**config.mk**
```make
export PLATFORM = sky130hd
export DESIGN_NAME = mem_wb_stage
export DESIGN_NICKNAME = d
export VERILOG_FILES = /design/src/rtl/mem_wb_stage.sv
export SDC_FILE = /design/constraint.sdc
export NUM_CORES = 1
export LEC_CHECK = 0
export BUFFER_PORTS_ARGS = -buffer_cell sky130_fd_sc_hd__buf_2
export CORE_MARGIN = 1.5
export CORE_UTILIZATION = 45
export CTS_BUF_LIST = sky130_fd_sc_hd__clkbuf_16
export CTS_CLUSTER_SIZE = 8
export DETAILED_ROUTE_END_ITERATION = 16
export PLACE_DENSITY = 0.72
export REMOVE_ABC_BUFFERS = 1
export SYNTH_ARGS = -nofsm -noshare
export SYNTH_HDL_FRONTEND = slang
export SYNTH_SLANG_ARGS = --single-unit
```
**constraint.sdc**
```tcl
create_clock -name clk -period 2.2 [get_ports clk]
set_input_delay 0.44 -clock clk [delete_from_list [all_inputs] [get_ports clk]]
set_output_delay 0.44 -clock clk [all_outputs]
set_load 0.01 [all_outputs]
```
**src/rtl/mem_wb_stage.sv**
```systemverilog
// MEM/WB pipeline register with load alignment, writeback select,
// misaligned-load detection and a retired-instruction counter.
module mem_wb_stage #(
  parameter int WIDTH = 32,
  parameter int CNT_W = 32
) (
  input  logic             clk,
  input  logic             rst,
  input  logic             stall,
  input  logic             flush,
  input  logic             MEM_valid,
  input  logic             MEM_RegWrite,
  input  logic [1:0]       MEM_MemtoReg,
  input  logic [2:0]       MEM_LoadType,
  input  logic [4:0]       MEM_rd,
  input  logic [WIDTH-1:0] MEM_ALUResult,
  input  logic [WIDTH-1:0] MEM_ReadData,
  input  logic [WIDTH-1:0] MEM_PC,
  output logic             WB_valid,
  output logic             WB_RegWrite,
  output logic [4:0]       WB_rd,
  output logic [WIDTH-1:0] WB_writedata,
  output logic             WB_misalign,
  output logic [CNT_W-1:0] retired_count
);

  localparam logic [2:0] LT_LB  = 3'b001;
  localparam logic [2:0] LT_LBU = 3'b010;
  localparam logic [2:0] LT_LH  = 3'b011;
  localparam logic [2:0] LT_LHU = 3'b100;

  logic             valid_q, valid_d;
  logic             rw_q, rw_d;
  logic [1:0]       mtr_q, mtr_d;
  logic [2:0]       lt_q, lt_d;
  logic [4:0]       rd_q, rd_d;
  logic [WIDTH-1:0] alu_q, alu_d;
  logic [WIDTH-1:0] rdata_q, rdata_d;
  logic [WIDTH-1:0] pc8_q, pc8_d;
  logic [CNT_W-1:0] cnt_q, cnt_d;

  logic             load_en;

  assign load_en = ~flush & ~stall;

  always_comb begin
    valid_d = valid_q;
    rw_d    = rw_q;
    mtr_d   = mtr_q;
    lt_d    = lt_q;
    rd_d    = rd_q;
    alu_d   = alu_q;
    rdata_d = rdata_q;
    pc8_d   = pc8_q;
    if (flush) begin
      valid_d = 1'b0;
      rw_d    = 1'b0;
      mtr_d   = '0;
      lt_d    = '0;
      rd_d    = '0;
      alu_d   = '0;
      rdata_d = '0;
      pc8_d   = '0;
    end else if (!stall) begin
      valid_d = MEM_valid;
      rw_d    = MEM_RegWrite;
      mtr_d   = MEM_MemtoReg;
      lt_d    = MEM_LoadType;
      rd_d    = MEM_rd;
      alu_d   = MEM_ALUResult;
      rdata_d = MEM_ReadData;
      pc8_d   = MEM_PC + WIDTH'(8);
    end
  end

  always_comb begin
    cnt_d = cnt_q;
    if (load_en && MEM_valid)
      cnt_d = cnt_q + CNT_W'(1);
  end

  always_ff @(posedge clk) begin
    if (rst) begin
      valid_q <= 1'b0;
      rw_q    <= 1'b0;
      mtr_q   <= '0;
      lt_q    <= '0;
      rd_q    <= '0;
      alu_q   <= '0;
      rdata_q <= '0;
      pc8_q   <= '0;
      cnt_q   <= '0;
    end else begin
      valid_q <= valid_d;
      rw_q    <= rw_d;
      mtr_q   <= mtr_d;
      lt_q    <= lt_d;
      rd_q    <= rd_d;
      alu_q   <= alu_d;
      rdata_q <= rdata_d;
      pc8_q   <= pc8_d;
      cnt_q   <= cnt_d;
    end
  end

  logic [1:0]       a;
  logic [7:0]       byte_sel;
  logic [15:0]      half_sel;
  logic [WIDTH-1:0] load_data;
  logic             misalign;

  assign a        = alu_q[1:0];
  assign byte_sel = rdata_q[8*a +: 8];
  assign half_sel = a[1] ? rdata_q[31:16] : rdata_q[15:0];

  always_comb begin
    load_data = rdata_q;
    misalign  = (a != 2'b00);
    unique case (1'b1)
      lt_q == LT_LB: begin
        load_data = {{(WIDTH-8){byte_sel[7]}}, byte_sel};
        misalign  = 1'b0;
      end
      lt_q == LT_LBU: begin
        load_data = {{(WIDTH-8){1'b0}}, byte_sel};
        misalign  = 1'b0;
      end
      lt_q == LT_LH: begin
        load_data = {{(WIDTH-16){half_sel[15]}}, half_sel};
        misalign  = a[0];
      end
      lt_q == LT_LHU: begin
        load_data = {{(WIDTH-16){1'b0}}, half_sel};
        misalign  = a[0];
      end
      default: ;
    endcase
  end

  always_comb begin
    WB_writedata = alu_q;
    if (mtr_q == 2'b01)
      WB_writedata = load_data;
    else if (mtr_q == 2'b10)
      WB_writedata = pc8_q;
  end

  assign WB_valid      = valid_q;
  assign WB_rd         = rd_q;
  assign WB_misalign   = valid_q & (mtr_q == 2'b01) & misalign;
  assign WB_RegWrite   = valid_q & rw_q & (rd_q != 5'd0) & ~WB_misalign;
  assign retired_count = cnt_q;

endmodule

```
==> flow_summary.ini, run 1 <==
[worst_setup_path]
cp_max_fo = 6
crit_required_ns = 1.76
ff2ff_setup_slack_ns = 0.12
cp.arrival_ns = 2.15
path_class = flip-flop to output port
cp-end-kind = output port
start_kind = flip-flop

[layout]
layout_commonest_cell = buf_2
syn_to_final_growth_pct = 30.6
layout_common_cells = buf_2, dfxtp_1, nor2_1, mux2i_1, nand2_1
final_layout_size_suffix_gt1_frac = 0.297
fin_nets = 1164

[logic_synthesis]
netlist_area_um2 = 7250
yosysWarnings = 0
async_flop_share = 0
synth_top_family_by_area = simple AND/OR/NAND/NOR gates
synth_mux_area_frac = 0.162
synth_cell_types = 51
ys.flop_type = dfxtp_1
seq_area_frac_synth = 0.387
yosys.area.top_type = dfxtp_1
synth_edf_count = 0
yosys.area_share.adder = 0.00345
synthTopCellsByArea = dfxtp_1, mux2i_1, nor2_1
avgSynthCellArea_um2 = 8.48
yosys_register_bits = 140
postSynthCellCount = 855
synth-xor-area-share = 0.0520
synthSimpleGateAreaFrac = 0.209
synth_compound_area_frac = 0.149
synth_top_area_frac = 0.387

[timing]
finalHoldViolCount = 0
tightest_slew_ns = 0.947
setup_violations = 32
maxSlewViolCount = 0
slew_headroom = 0.369
timing.fmax_ghz = 0.386
period_share = 1.18
finClkSkew_ns = 0.00438
fin_crit_ns = 2.59
rsz0062_at_grt = yes
fin_hold_ws_ns = 0.246
setup_slack_ns = -0.393

[placed_design]
dp_hpwl_um = 14900
place_congestion = 0.853
io_buffers = 183

[run_status]
status = finished, violations left
violations = setup timing

[grt]
grt_use_total = 0.251
grt_max_degree = 96
grt_pass1_wl_um = 33100
antenna_found_initial = 2
grt_overflow = 0
grt_pass1_vias = 6552

[detailed_routing]
wl_per_cell_um = 16.7
detail-route-antenna-nets = 0
totalWireLength_um = 21300
drtIter0Drc = 426
drt-pass1-iter-count = 5
drc = 0
via_count = 7101
vias_per_cell = 5.54

[clocking]
cts-htree-levels = 4
insertion_delay_ns = 0.42
clkTransAtPathRegs_ns = 0.06
cts_buffers = 17
clock_sinks = 140
cts_tree = yes
clock_path_buffers = 2
cts_hold_buffers = 0
root_buffer = clkbuf_16

[floorplanning]
core.rowCount = 46
coreArea_um2 = 15800
die_area_um2 = 16900
num_io_pins = 184
start_util = 0.458
die_h_um = 130
die_w_um = 130

[job]
max-cap-violations = 0

[pwr]
p_leak_nw = 3.96
p_per_area_nw_per_um2 = 649
power_w = 0.00614
vdd_drop_max_v = 0.000575

[hold_path]
min_path_type = input port to flip-flop
[per-layer routing]
| metal | share of wire | global-route usage | up-vias |
|---|---|---|---|
| met2 | 0.47 | 0.406 | 224 |
| met1 | 0.45 | 0.331 | 3361 |
| met3 | 0.051 | 0.0488 | 37 |
| met4 | 0.022 | 0.0974 | 0 |
| met5 | 0 | 0 | - |
| li1 | - | - | 3479 |
[synth_stat cells (all sizes together), types with 10 or more instances]
cell,n
a21oi,62
a221oi,16
a22oi,12
buf,10
clkbuf,52
dfxtp,140
inv,10
mux2i,113
nand2,55
nand3,12
nand4,21
nor2,131
nor3,23
o21ai,39
o31ai,16
or3,11
or4,13
xnor2,20
xor2,23
[registers in the layout (all words and copies together) (netlist names)]
name           count
lt_q               3
rw_q               1
WB_rd              5
rdata_q           32
retired_count     32
WB_valid           1
pc8_q             32
mtr_q              2
alu_q             32
[metrics by stage]
stage	setup slack (ns)	cell area [um2]	TNS (ns)	util	instances
2_1_floorplan	-1.11	7010	-31.57	-	793
3_3_place_gp	-0.0166	8680	-0.0346	0.549	1244
3_5_place_dp	-0.0544	8680	-0.147	0.549	1244
4_1_cts	-0.347	9410	-9.66	0.595	1279
5_1_grt	-0.483	9460	-13.94	0.598	1280
6_report	-0.393	9460	-10.75	0.598	1281
[layout make-up]
class | instances | area (um2)
fillers | 1437 | 6360
multi-input cells | 643 | 4340
flip-flops and latches | 140 | 2820
repair buffers | 238 | 1440
clock buffers | 17 | 425
well taps | 216 | 270
clock inverters | 15 | 125
inverters | 10 | 37.5
diodes | 2 | 5.00
[cell families (layout without fill, tap and decap cells)]
logic type	Yosys count	after routing
multiplexers	115	115
XOR/XNOR	43	43
flip-flops	140	140
buffers and inverters	72	280
AO/OA/AOI/OAI	174	174
adder cells (fa/ha/maj)	2	2
other	0	2
AND/OR/NAND/NOR	309	309
[worst max-delay path: stages, from the launching register on]
cell     delay [ns]
dfxtp_4        0.36
and3b_1        0.20
or3b_4         0.46
or3_1          0.33
a41o_1         0.24
buf_2          0.14
[worst paths after layout]
check | from | endpoint | cells after the start
setup reg to reg | retired_count[7] | retired_count[26] | 5
hold reg to reg | retired_count[31] | retired_count[31] | 2
setup / recovery | lt_q[1] | WB_writedata[6] | 5
hold / removal | MEM_ReadData[28] | rdata_q[28] | 3
[report_power, final]
part,switching (W),leakage [nW],internal (W),total [W]
Sequential,0.0000636,1.14,0.00261,0.00267
Combinational,0.000423,2.56,0.000357,0.000780
Clock,0.00114,0.258,0.00155,0.00269
Total,0.00163,3.96,0.00451,0.00614
[what timing repair did]
item	4_1_cts	5_1_grt
setup endpoints to repair	34	34
pin swaps	11	6
gates cloned	1	0
hold endpoints to repair	0	0
setup buffers	2	0
gates resized for setup	38	11
(Power assumes the default switching activity.)
==> run 2: changes to the inputs <==
==> constraint.sdc (replaced) <==
create_clock -name clk -period 2.2 [get_ports clk]
set_input_delay 0 -clock clk [delete_from_list [all_inputs] [get_ports clk]]
set_output_delay 0 -clock clk [all_outputs]
set_load 0.01 [all_outputs]
==> run 2 against run 1 <==
Effect of this change: the flow now finishes without violations; register-to-register slack gained 0.03 ns; global-route usage grew 1.4 points; via count grew 5.4%; first-iteration DRC count grew 18%; non-clock buffer count grew 96; clock skew grew 0.0040 ns; critical path depth grew 1; clock power grew 5%; largest power group unchanged; highest routed layer unchanged.
==> flow_summary.ini, run 2 (synthesis results as in run 1) <==
[floorplanning]
start_util = 0.458
num_io_pins = 184
die_h_um = 130
die_area_um2 = 16900
coreArea_um2 = 15800
die_w_um = 130
core.rowCount = 46

[worst_setup_path]
endpoint = WB_writedata[25]
crit_start = lt_q[1]
ff2ff_setup_slack_ns = 0.15
reg2reg_depth = 5
cp-end-kind = output port
r2r_end = retired_count[26]
reg2reg_from = retired_count[6]
cp.arrival_ns = 2.17
cp_max_fo = 8
path_class = flip-flop to output port
start_kind = flip-flop
crit_required_ns = 2.20

[detailed_routing]
drt-pass1-iter-count = 6
via_count = 7488
wl_per_cell_um = 16.6
totalWireLength_um = 22900
detail-route-antenna-nets = 0
drtIter0Drc = 503
drc = 0
vias_per_cell = 5.44

[grt]
grt_pass1_wl_um = 35000
grt_overflow = 0
grt_max_degree = 96
grt_use_total = 0.265
grt_pass1_vias = 7108
antenna_found_initial = 1

[layout]
syn_to_final_growth_pct = 41.9
fin_nets = 1260
layout_common_cells = buf_2, dfxtp_1, nor2_1, mux2i_1, dlygate4sd3_1
final_layout_size_suffix_gt1_frac = 0.246
filler_cell_count = 1287
layout_commonest_cell = buf_2

[hold_path]
hold_start = MEM_PC[21]
min_path_type = input port to flip-flop
holdPathStages = 3

[pwr]
power_w = 0.00640
power_frac_comb = 0.141
p_int_w = 0.00473
vdd_drop_max_v = 0.000567
sw_frac_of_total = 0.262
p_leak_nw = 4.32
p_per_area_nw_per_um2 = 623
clkPwrFrac = 0.443
p_seq_frac = 0.417
p_sw_w = 0.00168

[timing]
timing.fmax_ghz = 0.461
rsz0062_at_grt = yes
fin_crit_ns = 2.17
maxSlewViolCount = 0
fin_hold_ws_ns = 0.0582
finalHoldViolCount = 0
finClkSkew_ns = 0.00840
slew_headroom = 0.310
setup_violations = 0
setup_slack_ns = 0.0328
tightest_slew_ns = 1.03
tns_ns = 0
period_share = 0.985

[clocking]
cts_buffers = 17
insertion_delay_ns = 0.42
clkTransAtPathRegs_ns = 0.06
cts_tree = yes
clock_path_buffers = 2
clock_sinks = 140
root_buffer = clkbuf_16
cts-htree-levels = 4

[placed_design]
place_ws_ns = 0.124
dp_hpwl_um = 14700
place_congestion = 0.879
io_buffers = 183

[run_status]
status = finished clean

[job]
max-cap-violations = 0
## run 2: worst min path at each step
stage	endpoint	slack, ns
CTS	pc8_q[22]	0.02
detailed placement	alu_q[27]	0.24
global placement	rdata_q[12]	0.23
global route	pc8_q[21]	0.06
floorplan	retired_count[13]	0.07
finish	pc8_q[21]	0.06
## run 2: routing by layer
layer	global-route usage	vias up	part of all wire	wire [um]
met1	0.330	3498	0.44	10100
li1	-	3679	-	-
met4	0.128	0	0.030	687
met5	0	-	0	0
met2	0.434	263	0.47	10800
met3	0.0595	48	0.058	1340
## run 2: worst max-delay path, cell delays in order (launching register included)
cell and delay (ns):
dfxtp_4 0.37, nor2_4 0.08, mux4_2 0.54, a31oi_4 0.29, buf_8 0.19, a221oi_1 0.11
buf_2 0.17
## run 2: layout make-up
type	count	area [um2]	share of cell area
Multi-Input combinational cell	643	4230	0.411
Clock buffer	17	425	0.0414
Clock inverter	15	148	0.0144
Timing Repair Buffer	334	2350	0.228
Inverter	10	37.5	0.00365
Antenna cell	2	5.00	0.000487
Sequential cell	140	2820	0.275
Tap cell	216	270	0.0263
## run 2: through the flow
step	instances	util	area (um2)
after floorplan	793	-	7010
after global placement	1227	0.536	8480
after detailed placement	1227	0.536	8480
after CTS	1369	0.642	10200
after global routing	1376	0.649	10300
final	1377	0.650	10300
## run 2: what timing repair did
item,4_1_cts,5_1_grt
endpoints found under the hold margin,109,0
resized for setup,6,22
hold buffers,110,0
pin swaps,1,1
buffers inserted,0,5
endpoints found under the setup margin,20,38
gates cloned,0,1
## run 2: power by group through the flow
stage          Sequential [W]  Combinational [W]  Clock, W
2_1_floorplan         0.00272           0.000353         0
3_3_place_gp          0.00272           0.000701         0
3_5_place_dp          0.00272           0.000709         0
4_1_cts               0.00267           0.000866   0.00287
5_1_grt               0.00267           0.000974   0.00298
6_report              0.00267           0.000900   0.00283
